$ cat src/rtl/pwm_audio_out_pkg.sv
// Shared types and defaults for the PWM audio output stage.
package pwm_audio_pkg;

    typedef enum logic [1:0] {
        IDLE  = 2'd0,
        PRIME = 2'd1,
        RUN   = 2'd2
    } state_t;

    localparam int DEFAULT_SAMPLE_WIDTH      = 8;
    localparam int DEFAULT_FRAMES_PER_SAMPLE = 4;

    // Width of the frame-within-sample counter; never narrower than one bit.
    function automatic int frame_cnt_width(input int frames);
        return (frames > 1) ? $clog2(frames) : 1;
    endfunction

endpackage

$ cat src/rtl/pwm_audio_out_if.sv
// Sample stream handshake between the resampler path and the PWM stage.
interface pwm_audio_out_if
    import pwm_audio_pkg::*;
    #(parameter int SAMPLE_WIDTH = DEFAULT_SAMPLE_WIDTH);

    logic [SAMPLE_WIDTH-1:0] sample_in;
    logic                    sample_valid_in;
    logic                    sample_ready_out;

    modport master (
        output sample_in,
        output sample_valid_in,
        input  sample_ready_out
    );

    modport slave (
        input  sample_in,
        input  sample_valid_in,
        output sample_ready_out
    );

endinterface

$ cat src/rtl/pwm_audio_out_counter.sv
// Shared free-running period counter: counts 0 .. period_in-1 and wraps.
module counter (
    input  logic        clk_in,
    input  logic        rst_in,
    input  logic        sync_rst_in,
    input  logic [31:0] period_in,
    output logic [31:0] count_out
);

    // Count up, wrapping on the last cycle of the period; the synchronous
    // reset parks the count at zero so the owner controls where a frame starts.
    always_ff @(posedge clk_in or posedge rst_in) begin
        if (rst_in) begin
            count_out <= '0;
        end else if (sync_rst_in) begin
            count_out <= '0;
        end else if (count_out + 32'd1 >= period_in) begin
            count_out <= '0;
        end else begin
            count_out <= count_out + 32'd1;
        end
    end

endmodule

$ cat src/rtl/pwm_audio_out.sv
// PWM audio output stage: holds each sample for a fixed number of PWM
// frames, double-buffers the next one and flags underruns.
module pwm_audio_out
    import pwm_audio_pkg::*;
    #(
        parameter int SAMPLE_WIDTH      = DEFAULT_SAMPLE_WIDTH,
        parameter int FRAMES_PER_SAMPLE = DEFAULT_FRAMES_PER_SAMPLE
    ) (
        input  logic               clk_in,
        input  logic               rst_in,
        input  logic               enable_in,
        input  logic               clear_underrun_in,
        pwm_audio_out_if.slave     sample_if,
        output logic               pwm_out,
        output logic               frame_strobe_out,
        output logic               underrun_out
    );

    localparam int                 FCW        = frame_cnt_width(FRAMES_PER_SAMPLE);
    localparam logic [31:0]        PERIOD     = 32'd1 << SAMPLE_WIDTH;
    localparam logic [FCW-1:0]     LAST_FRAME = FCW'(FRAMES_PER_SAMPLE - 1);

    state_t                  state;
    state_t                  next_state;
    logic [SAMPLE_WIDTH-1:0] active_q;
    logic [SAMPLE_WIDTH-1:0] pending_q;
    logic                    pending_full;
    logic [FCW-1:0]          frame_cnt;
    logic [31:0]             count;
    logic                    in_run;
    logic                    frame_end;
    logic                    swap;
    logic                    accept;
    logic                    sample_ready;

    assign in_run    = (state == RUN);
    assign frame_end = in_run && (count == PERIOD - 32'd1);
    assign swap      = frame_end && (frame_cnt == LAST_FRAME);
    assign accept    = sample_if.sample_valid_in && sample_ready;

    assign sample_if.sample_ready_out = sample_ready;

    // Frame timebase; held at zero outside RUN so the first RUN cycle is count 0.
    counter u_counter (
        .clk_in      (clk_in),
        .rst_in      (rst_in),
        .sync_rst_in (!in_run),
        .period_in   (PERIOD),
        .count_out   (count)
    );

    // Ready depends only on state: PRIME always takes the first sample,
    // RUN takes one more while the pending slot is free.
    always_comb begin
        sample_ready = 1'b0;
        case (state)
            PRIME:   sample_ready = 1'b1;
            RUN:     sample_ready = !pending_full;
            default: sample_ready = 1'b0;
        endcase
    end

    // State register.
    always_ff @(posedge clk_in or posedge rst_in) begin
        if (rst_in) begin
            state <= IDLE;
        end else begin
            state <= next_state;
        end
    end

    // Next-state logic; dropping enable always returns to IDLE.
    always_comb begin
        next_state = state;
        if (!enable_in) begin
            next_state = IDLE;
        end else begin
            case (state)
                IDLE:    next_state = PRIME;
                PRIME:   next_state = accept ? RUN : PRIME;
                RUN:     next_state = RUN;
                default: next_state = IDLE;
            endcase
        end
    end

    // Active/pending sample buffers and frame counter; the swap is applied
    // before the accept so a same-cycle accept still lands in pending.
    always_ff @(posedge clk_in or posedge rst_in) begin
        if (rst_in) begin
            active_q     <= '0;
            pending_q    <= '0;
            pending_full <= 1'b0;
            frame_cnt    <= '0;
        end else if (!enable_in) begin
            active_q     <= '0;
            pending_q    <= '0;
            pending_full <= 1'b0;
            frame_cnt    <= '0;
        end else begin
            if ((state == PRIME) && accept) begin
                active_q <= sample_if.sample_in;
            end
            if (frame_end) begin
                frame_cnt <= swap ? '0 : frame_cnt + FCW'(1);
            end
            if (swap && pending_full) begin
                active_q     <= pending_q;
                pending_full <= 1'b0;
            end
            if (in_run && accept) begin
                pending_q    <= sample_if.sample_in;
                pending_full <= 1'b1;
            end
        end
    end

    // Sticky underrun: a swap with nothing pending sets it, and a set in the
    // same cycle as a clear wins.
    always_ff @(posedge clk_in or posedge rst_in) begin
        if (rst_in) begin
            underrun_out <= 1'b0;
        end else if (enable_in && swap && !pending_full) begin
            underrun_out <= 1'b1;
        end else if (clear_underrun_in) begin
            underrun_out <= 1'b0;
        end
    end

    // Registered PWM line and frame strobe; forced low as soon as enable drops.
    always_ff @(posedge clk_in or posedge rst_in) begin
        if (rst_in) begin
            pwm_out          <= 1'b0;
            frame_strobe_out <= 1'b0;
        end else begin
            pwm_out          <= enable_in && in_run &&
                                (count[SAMPLE_WIDTH:0] < {1'b0, active_q});
            frame_strobe_out <= enable_in && frame_end;
        end
    end

endmodule

$ cat src/flat_wrapper.sv
// flat-port wrapper written by rule: the top's interface ports become plain ports
module pwm_audio_out_flat import pwm_audio_pkg::*;
#(
        parameter int SAMPLE_WIDTH      = DEFAULT_SAMPLE_WIDTH,
        parameter int FRAMES_PER_SAMPLE = DEFAULT_FRAMES_PER_SAMPLE
    )
  (clk_in, rst_in, enable_in, clear_underrun_in, pwm_out, frame_strobe_out, underrun_out, sample_if_sample_in, sample_if_sample_valid_in, sample_if_sample_ready_out);
  pwm_audio_out_if #(.SAMPLE_WIDTH(SAMPLE_WIDTH)) sample_if_i ();
  input  logic clk_in;
  input  logic rst_in;
  input  logic enable_in;
  input  logic clear_underrun_in;
  output logic pwm_out;
  output logic frame_strobe_out;
  output logic underrun_out;
  input wire logic [$bits(sample_if_i.sample_in)-1:0] sample_if_sample_in;
  input wire logic [$bits(sample_if_i.sample_valid_in)-1:0] sample_if_sample_valid_in;
  output wire logic [$bits(sample_if_i.sample_ready_out)-1:0] sample_if_sample_ready_out;
  assign sample_if_i.sample_in = sample_if_sample_in;
  assign sample_if_i.sample_valid_in = sample_if_sample_valid_in;
  assign sample_if_sample_ready_out = sample_if_i.sample_ready_out;
  pwm_audio_out #(.SAMPLE_WIDTH(SAMPLE_WIDTH), .FRAMES_PER_SAMPLE(FRAMES_PER_SAMPLE)) u_core (.clk_in(clk_in), .rst_in(rst_in), .enable_in(enable_in), .clear_underrun_in(clear_underrun_in), .sample_if(sample_if_i), .pwm_out(pwm_out), .frame_strobe_out(frame_strobe_out), .underrun_out(underrun_out));
endmodule
$ cat config.mk
export PLATFORM = sky130hd
export DESIGN_NAME = pwm_audio_out_flat
export DESIGN_NICKNAME = d
export VERILOG_FILES = /design/src/rtl/pwm_audio_out_pkg.sv /design/src/rtl/pwm_audio_out_if.sv /design/src/rtl/pwm_audio_out_counter.sv /design/src/rtl/pwm_audio_out.sv /design/src/flat_wrapper.sv
export SDC_FILE = /design/constraint.sdc
export NUM_CORES = 1
export LEC_CHECK = 0
export ABC_AREA = 1
export BUFFER_PORTS_ARGS = -buffer_cell sky130_fd_sc_hd__buf_2
export CORE_UTILIZATION = 60
export CTS_CLUSTER_DIAMETER = 80
export CTS_CLUSTER_SIZE = 20
export DETAILED_ROUTE_END_ITERATION = 8
export HOLD_SLACK_MARGIN = 0.12
export PLACE_DENSITY = 0.84
export REMOVE_ABC_BUFFERS = 1
export SETUP_SLACK_MARGIN = 0.5
export SLEW_MARGIN = 20
export SYNTH_ARGS = -nofsm -noshare
export SYNTH_HDL_FRONTEND = slang
export SYNTH_SLANG_ARGS = --single-unit
export TNS_END_PERCENT = 10
$ cat constraint.sdc
create_clock -name clk_in -period 4.15 [get_ports clk_in]
set_input_delay 0.415 -clock clk_in [delete_from_list [all_inputs] [get_ports clk_in]]
set_output_delay 0.415 -clock clk_in [all_outputs]
set_load 0.005 [all_outputs]
# After elaboration in Yosys (flattened, before gate mapping)
# Cells that the tools add are included.
# totals
output_inout_bits,4
reg_bits,56
inputBits,13
# classes
order_cmp,2
n_eq_ne,8
reduce_logical,14
n_mux,19
addsub,2
# ops
cell,count
$mux W32,2
$mux W8,5
$add A32 B1 Y32 const B,1
$eq A32 B8 Y1 const B,1
$ge A32 B9 Y1 const B,1
$logic_and A1 B1 Y1,11
$mux W2,5
$lt A9 B8 Y1,1
$ne A3 B1 Y1 const B,2
$pmux W2 S3,1
$mux W1,5
$eq A2 B2 Y1 const B,2
$ne A2 B1 Y1 const B,2
$add A2 B1 Y2 const B,1
$eq A2 B1 Y1 const B,1
$logic_not A2 Y1,1
$pmux W1 S2,1
$reduce_bool A2 Y1,1
$logic_not A1 Y1,1

# Logic depth before layout (Yosys ltp)
# logic_depth
ltp_word,7
depth_mapped,14
depth_no_buf,14

# Modules after synthesis
# Synthesis repeated with hierarchy kept, for this count alone.
# hier_totals
cells_unflattened,646
area_unflattened_um2,4494.3
# by_module_without_submodules
module,area_per_inst_um2,instances,cells_each
counter,2961.6,1,444
pwm_audio_out,1532.7,1,202

# Least setup slack after synthesis
# No wires, ideal clock.
# synth_path
path_type,register to register
startpoint,reg u_core.state[0]
endpoint,reg u_core.pending_q[0]
stages_incl_launch_ff,11
n_path_buf,1
arrival_time_ns,1.742
path_slack_ns,2.325
synth_period_minus_slack_ns,1.825
cell_sequence,dfrtp_1 inv_1 ha_1 inv_2 nor2_1 o21a_1 nand2_1 o21ai_1 buf_2 nand3_1 o21ai_0
# synth_via
elab_chain_len,5
# synth_lines
item,line,rtl
start: declaration,pwm_audio_out.sv:23,state_t state;
start signal: assignment,pwm_audio_out.sv:68,state <= next_state;
$eq A2 B2 Y1 / $eq A2 B1 Y1 (equally long branches),pwm_audio_out.sv:56,case (state)
$pmux W1 S2 (*),pwm_audio_out.sv:56,
via sample_if_sample_ready_out,flat_wrapper.sv:18,output wire logic [$bits(sample_if_i.sample_ready_out)-1:0] sample_if_sample_ready_out;
$logic_and A1 B1 Y1 (*),pwm_audio_out.sv:39,assign accept = sample_if.sample_valid_in && sample_ready;
$logic_and A1 B1 Y1 (*),pwm_audio_out.sv:111,if (in_run && accept) begin
$ne A2 B1 Y1 (no line) (*),--,
end signal: assignment,pwm_audio_out.sv:112,pending_q <= sample_if.sample_in;
end: declaration,pwm_audio_out.sv:26,logic [SAMPLE_WIDTH-1:0] pending_q;
# Mark *: on every way through the listed nets, which the timed path passes. The rest lies on a longest branch.
# A chain may end at the register's enable or synchronous reset.

# Final worst setup path
# layout_path
startpoint,reg u_core.state[0]
endpoint,reg u_core.active_q[1]
# layout_via
elab_chain_len,6
# layout_lines
item,line,rtl
branches (longest 6 deep; another with $ne A3 B1 Y1),--,
end signal: assignment,pwm_audio_out.sv:102,active_q <= sample_if.sample_in;
end signal: assignment,pwm_audio_out.sv:108,active_q <= pending_q;
end: declaration,pwm_audio_out.sv:25,logic [SAMPLE_WIDTH-1:0] active_q;
# Several ways; the timed one is not identified.

==> run summary <==
status -> finished, final reports clean
cell seen most often among critical-path stages -> sky130_fd_sc_hd__nand2_1
average wire per cell in the routed design -> 12.5 um
portion of total power attributed to combinational logic -> 8.7%
class of the tightest hold or removal check -> in -> reg
stage delay of the slowest cell on the critical path -> 0.48 ns
number of warning messages in the yosys log -> 0
sequential-to-total area share from yosys stat -> 43.0%
die width -> 75.7 um
type of origin of the critical path -> register
sink count of the clock tree -> 56
post-detailed-placement cell area -> 0.00350 mm2
number of inserted diodes -> 0
number of global-route vias before repair -> 2436
count of port buffers added during placement -> 16
number of hold violations in the final report -> 0
quantity of hold-fixing buffers added after cts -> 0
largest buffer count on any clock path -> 2
Final Net Count -> 512
number of design-rule violations left by the first detailed-router iteration -> 262
final slew viol count -> 0
worst path cell trace -> inv_1 -> ha_1 -> nand3_1 -> nor3_1 -> nand3_2 -> a21oi_2 -> nand2_1 -> nand2_1
proportion of power drawn by flip-flops and latches -> 56.1%
DP HPWL -> 5.28 mm
FF+latch count, synth -> 56
Total Routing Usage GR -> 26.8%
worst setup skew after layout -> 0.00670 ns
data arrival time of the worst path -> 2.71 ns
relative max-transition margin -> 39.2%
DRC Markers -> 0
number of setup violations in the final report -> 0
Setup TNS Final -> 0 ns
number of antenna violations at the first check in global routing -> 0
gr ovfl total -> 0
first-pass GRT wire length -> 11.2 mm
switching share of power -> 25.3%
clock group share of total power -> 35.2%
FMAX -> 407 MHz
power density over the cells -> 288 mW/mm2
Post CTS Setup Buffer Count -> 0
Antenna Nets Post-Route -> 0
commonest cells after routing, fill and taps aside -> 135 x sky130_fd_sc_hd__nand2_1, 56 x sky130_fd_sc_hd__dfrtp_1, 55 x sky130_fd_sc_hd__nor2_1
CP Class -> reg -> reg
gp weighted congestion -> 1.01
post-route core utilization -> 69.8%
pin count of the biggest net entering global routing -> 57
part of the cycle the worst path needs -> 59.2%
number of standard cells after synthesis -> 444
post-CTS resize count -> 0
full die area -> 0.00573 mm2
layout cells sized above 1 -> 9.86%
row count -> 26
NetSw -> 0.000263 W
commonest non-fill, non-tap cell in the layout -> sky130_fd_sc_hd__nand2_1
clock transition at the registers of the reported paths -> 0.10 ns
standard cell core area -> 0.00517 mm2
Worst path slowest cell -> sky130_fd_sc_hd__a21oi_2
drt total wl -> 6.97 mm
design internal power -> 0.000778 W
number of clock buffers inserted by TritonCTS -> 5
count of max-cap constraint violations -> 0
effective utilization at floorplan -> 63.0%
Cell variety after synth -> 33
cell area after technology mapping -> 0.00326 mm2
largest voltage drop on the vdd net -> 0.181 mV
IO Count -> 17
CTS tree -> yes
minimum clock period -> 2.46 ns
unrepaired setup endpoints after global routing -> no
endpoint required time on the critical path -> 4.41 ns
number of iterations in the first detailed-routing pass -> 5
CTS Root Cell -> sky130_fd_sc_hd__clkbuf_8
leakage component of the power -> 1.77 nW
maximum fanout count along the critical path -> 26
later-pin clock latency in the skew report -> 0.32 ns
via density per instance -> 5.31
Clock H-tree levels -> 2
slew at the pin with the worst max-slew slack -> 0.907 ns
Chip Height -> 75.7 um
syn avg cell area -> 7.34 um2
Critical Path Sink Type -> register
via total after detailed routing -> 2955
Area growth, synth to finish -> 10.7%
summed area of non-filler cells in the final layout -> 0.00361 mm2
[worst max-delay path: cells and delay by family (launching register included)]
family / cells / cell delay (ns)
simple gates: 5 / 1.10
buf+inv: 1 / 0.10
fa+ha+maj: 1 / 0.28
flops: 1 / 0.42
compound gates: 1 / 0.48
[synth_stat cells (all sizes together)]
cell / number / area [um2]
or2: 1 / 6.26
nand2: 138 / 526
nor3b: 1 / 7.51
nand3b: 2 / 15.0
nor4: 1 / 6.26
inv: 54 / 203
dfrtp: 56 / 1400
a31oi: 1 / 6.26
nand4: 12 / 75.1
a211oi: 1 / 7.51
xor2: 5 / 43.8
a21oi: 8 / 43.8
clkbuf: 2 / 7.51
nor3: 3 / 15.0
o21a: 1 / 7.51
o31ai: 2 / 15.0
conb: 1 / 3.75
nand3: 37 / 208
buf: 3 / 15.0
xnor2: 3 / 26.3
a21o: 1 / 7.51
ha: 13 / 163
nor2: 69 / 304
and2: 1 / 6.26
o21ai: 28 / 140
[per-layer routing]
layer | vias to the layer above | global-route usage (%) | wire length [um] | part of all wire, %
met2 | 114 | 39.9 | 3140 | 45
met5 | - | 0 | 0 | 0
met3 | 16 | 5.29 | 492 | 7.1
met1 | 1352 | 39.6 | 3220 | 46
met4 | 0 | 8.85 | 119 | 1.7
li1 | 1473 | - | - | -
[final timing paths]
path,startpoint,endpoint,slack [ns],cells past startpoint
hold / removal,clear_underrun_in,u_core.underrun_out$_DFFE_PP0P_,0.26,2
hold reg to reg,u_core.frame_cnt[0]$_DFFE_PP0P_,u_core.frame_cnt[0]$_DFFE_PP0P_,0.51,1
max in group asynchronous,rst_in,u_core.u_counter.count_out[26]$_DFF_PP0_,3.43,3
min in group asynchronous,rst_in,u_core.u_counter.count_out[16]$_DFF_PP0_,0.27,3
setup / recovery,u_core.state[0]$_DFF_PP0_,u_core.active_q[1]$_DFFE_PP0P_,1.69,8
setup reg to reg,u_core.state[0]$_DFF_PP0_,u_core.active_q[1]$_DFFE_PP0P_,1.69,8
[power by group through the flow]
| stage | Sequential (W) | Clock (W) | Combinational [W] |
|---|---|---|---|
| finish | 0.000584 | 0.000366 | 0.0000906 |
| global route | 0.000587 | 0.000393 | 0.000106 |
| CTS | 0.000584 | 0.000369 | 0.0000903 |
| detailed placement | 0.000594 | 0 | 0.0000894 |
| global placement | 0.000593 | 0 | 0.0000871 |
| floorplan | 0.000589 | 0 | 0.0000633 |
[metrics by stage]
| step | hold slack, ns | std cells | worst slack (ns) | power (W) |
|---|---|---|---|---|
| 2_1_floorplan | 0.459 | 462 | 2.15 | 0.000653 |
| 3_3_place_gp | 0.486 | 549 | 1.91 | 0.000680 |
| 3_5_place_dp | 0.494 | 549 | 1.71 | 0.000684 |
| 4_1_cts | 0.259 | 557 | 1.67 | 0.00104 |
| 5_1_grt | 0.281 | 557 | 1.40 | 0.00109 |
| 6_report | 0.257 | 557 | 1.69 | 0.00104 |
[registers in the layout (all words and copies together), names as in the netlist]
| register | count |
|---|---|
| u_core.active_q | 8 |
| u_core.frame_cnt | 2 |
| u_core.frame_strobe_out | 1 |
| u_core.pending_full | 1 |
| u_core.pending_q | 8 |
| u_core.pwm_out | 1 |
| u_core.state | 2 |
| u_core.u_counter.count_out | 32 |
| u_core.underrun_out | 1 |
[cell type report]
type                            count  area [um2]
Inverter                           54         203
Multi-Input combinational cell    352        1720
Clock buffer                        6        72.6
Clock inverter                      2        38.8
Sequential cell                    56        1400
Tap cell                           70        87.6
Fill cell                         415        1560
Timing Repair Buffer               17        87.6
[logic make-up after synthesis]
logic type                 synth area share (%)
buffers and inverters                      6.91
DFF                                        43.0
adders and majority gates                  4.99
xor gates and xnor gates                   2.15
AOI/OAI and AO/OA                          6.99
and+or+nand+nor                            35.9
other                                     0.115
Power figures use the tool's default switching activity.
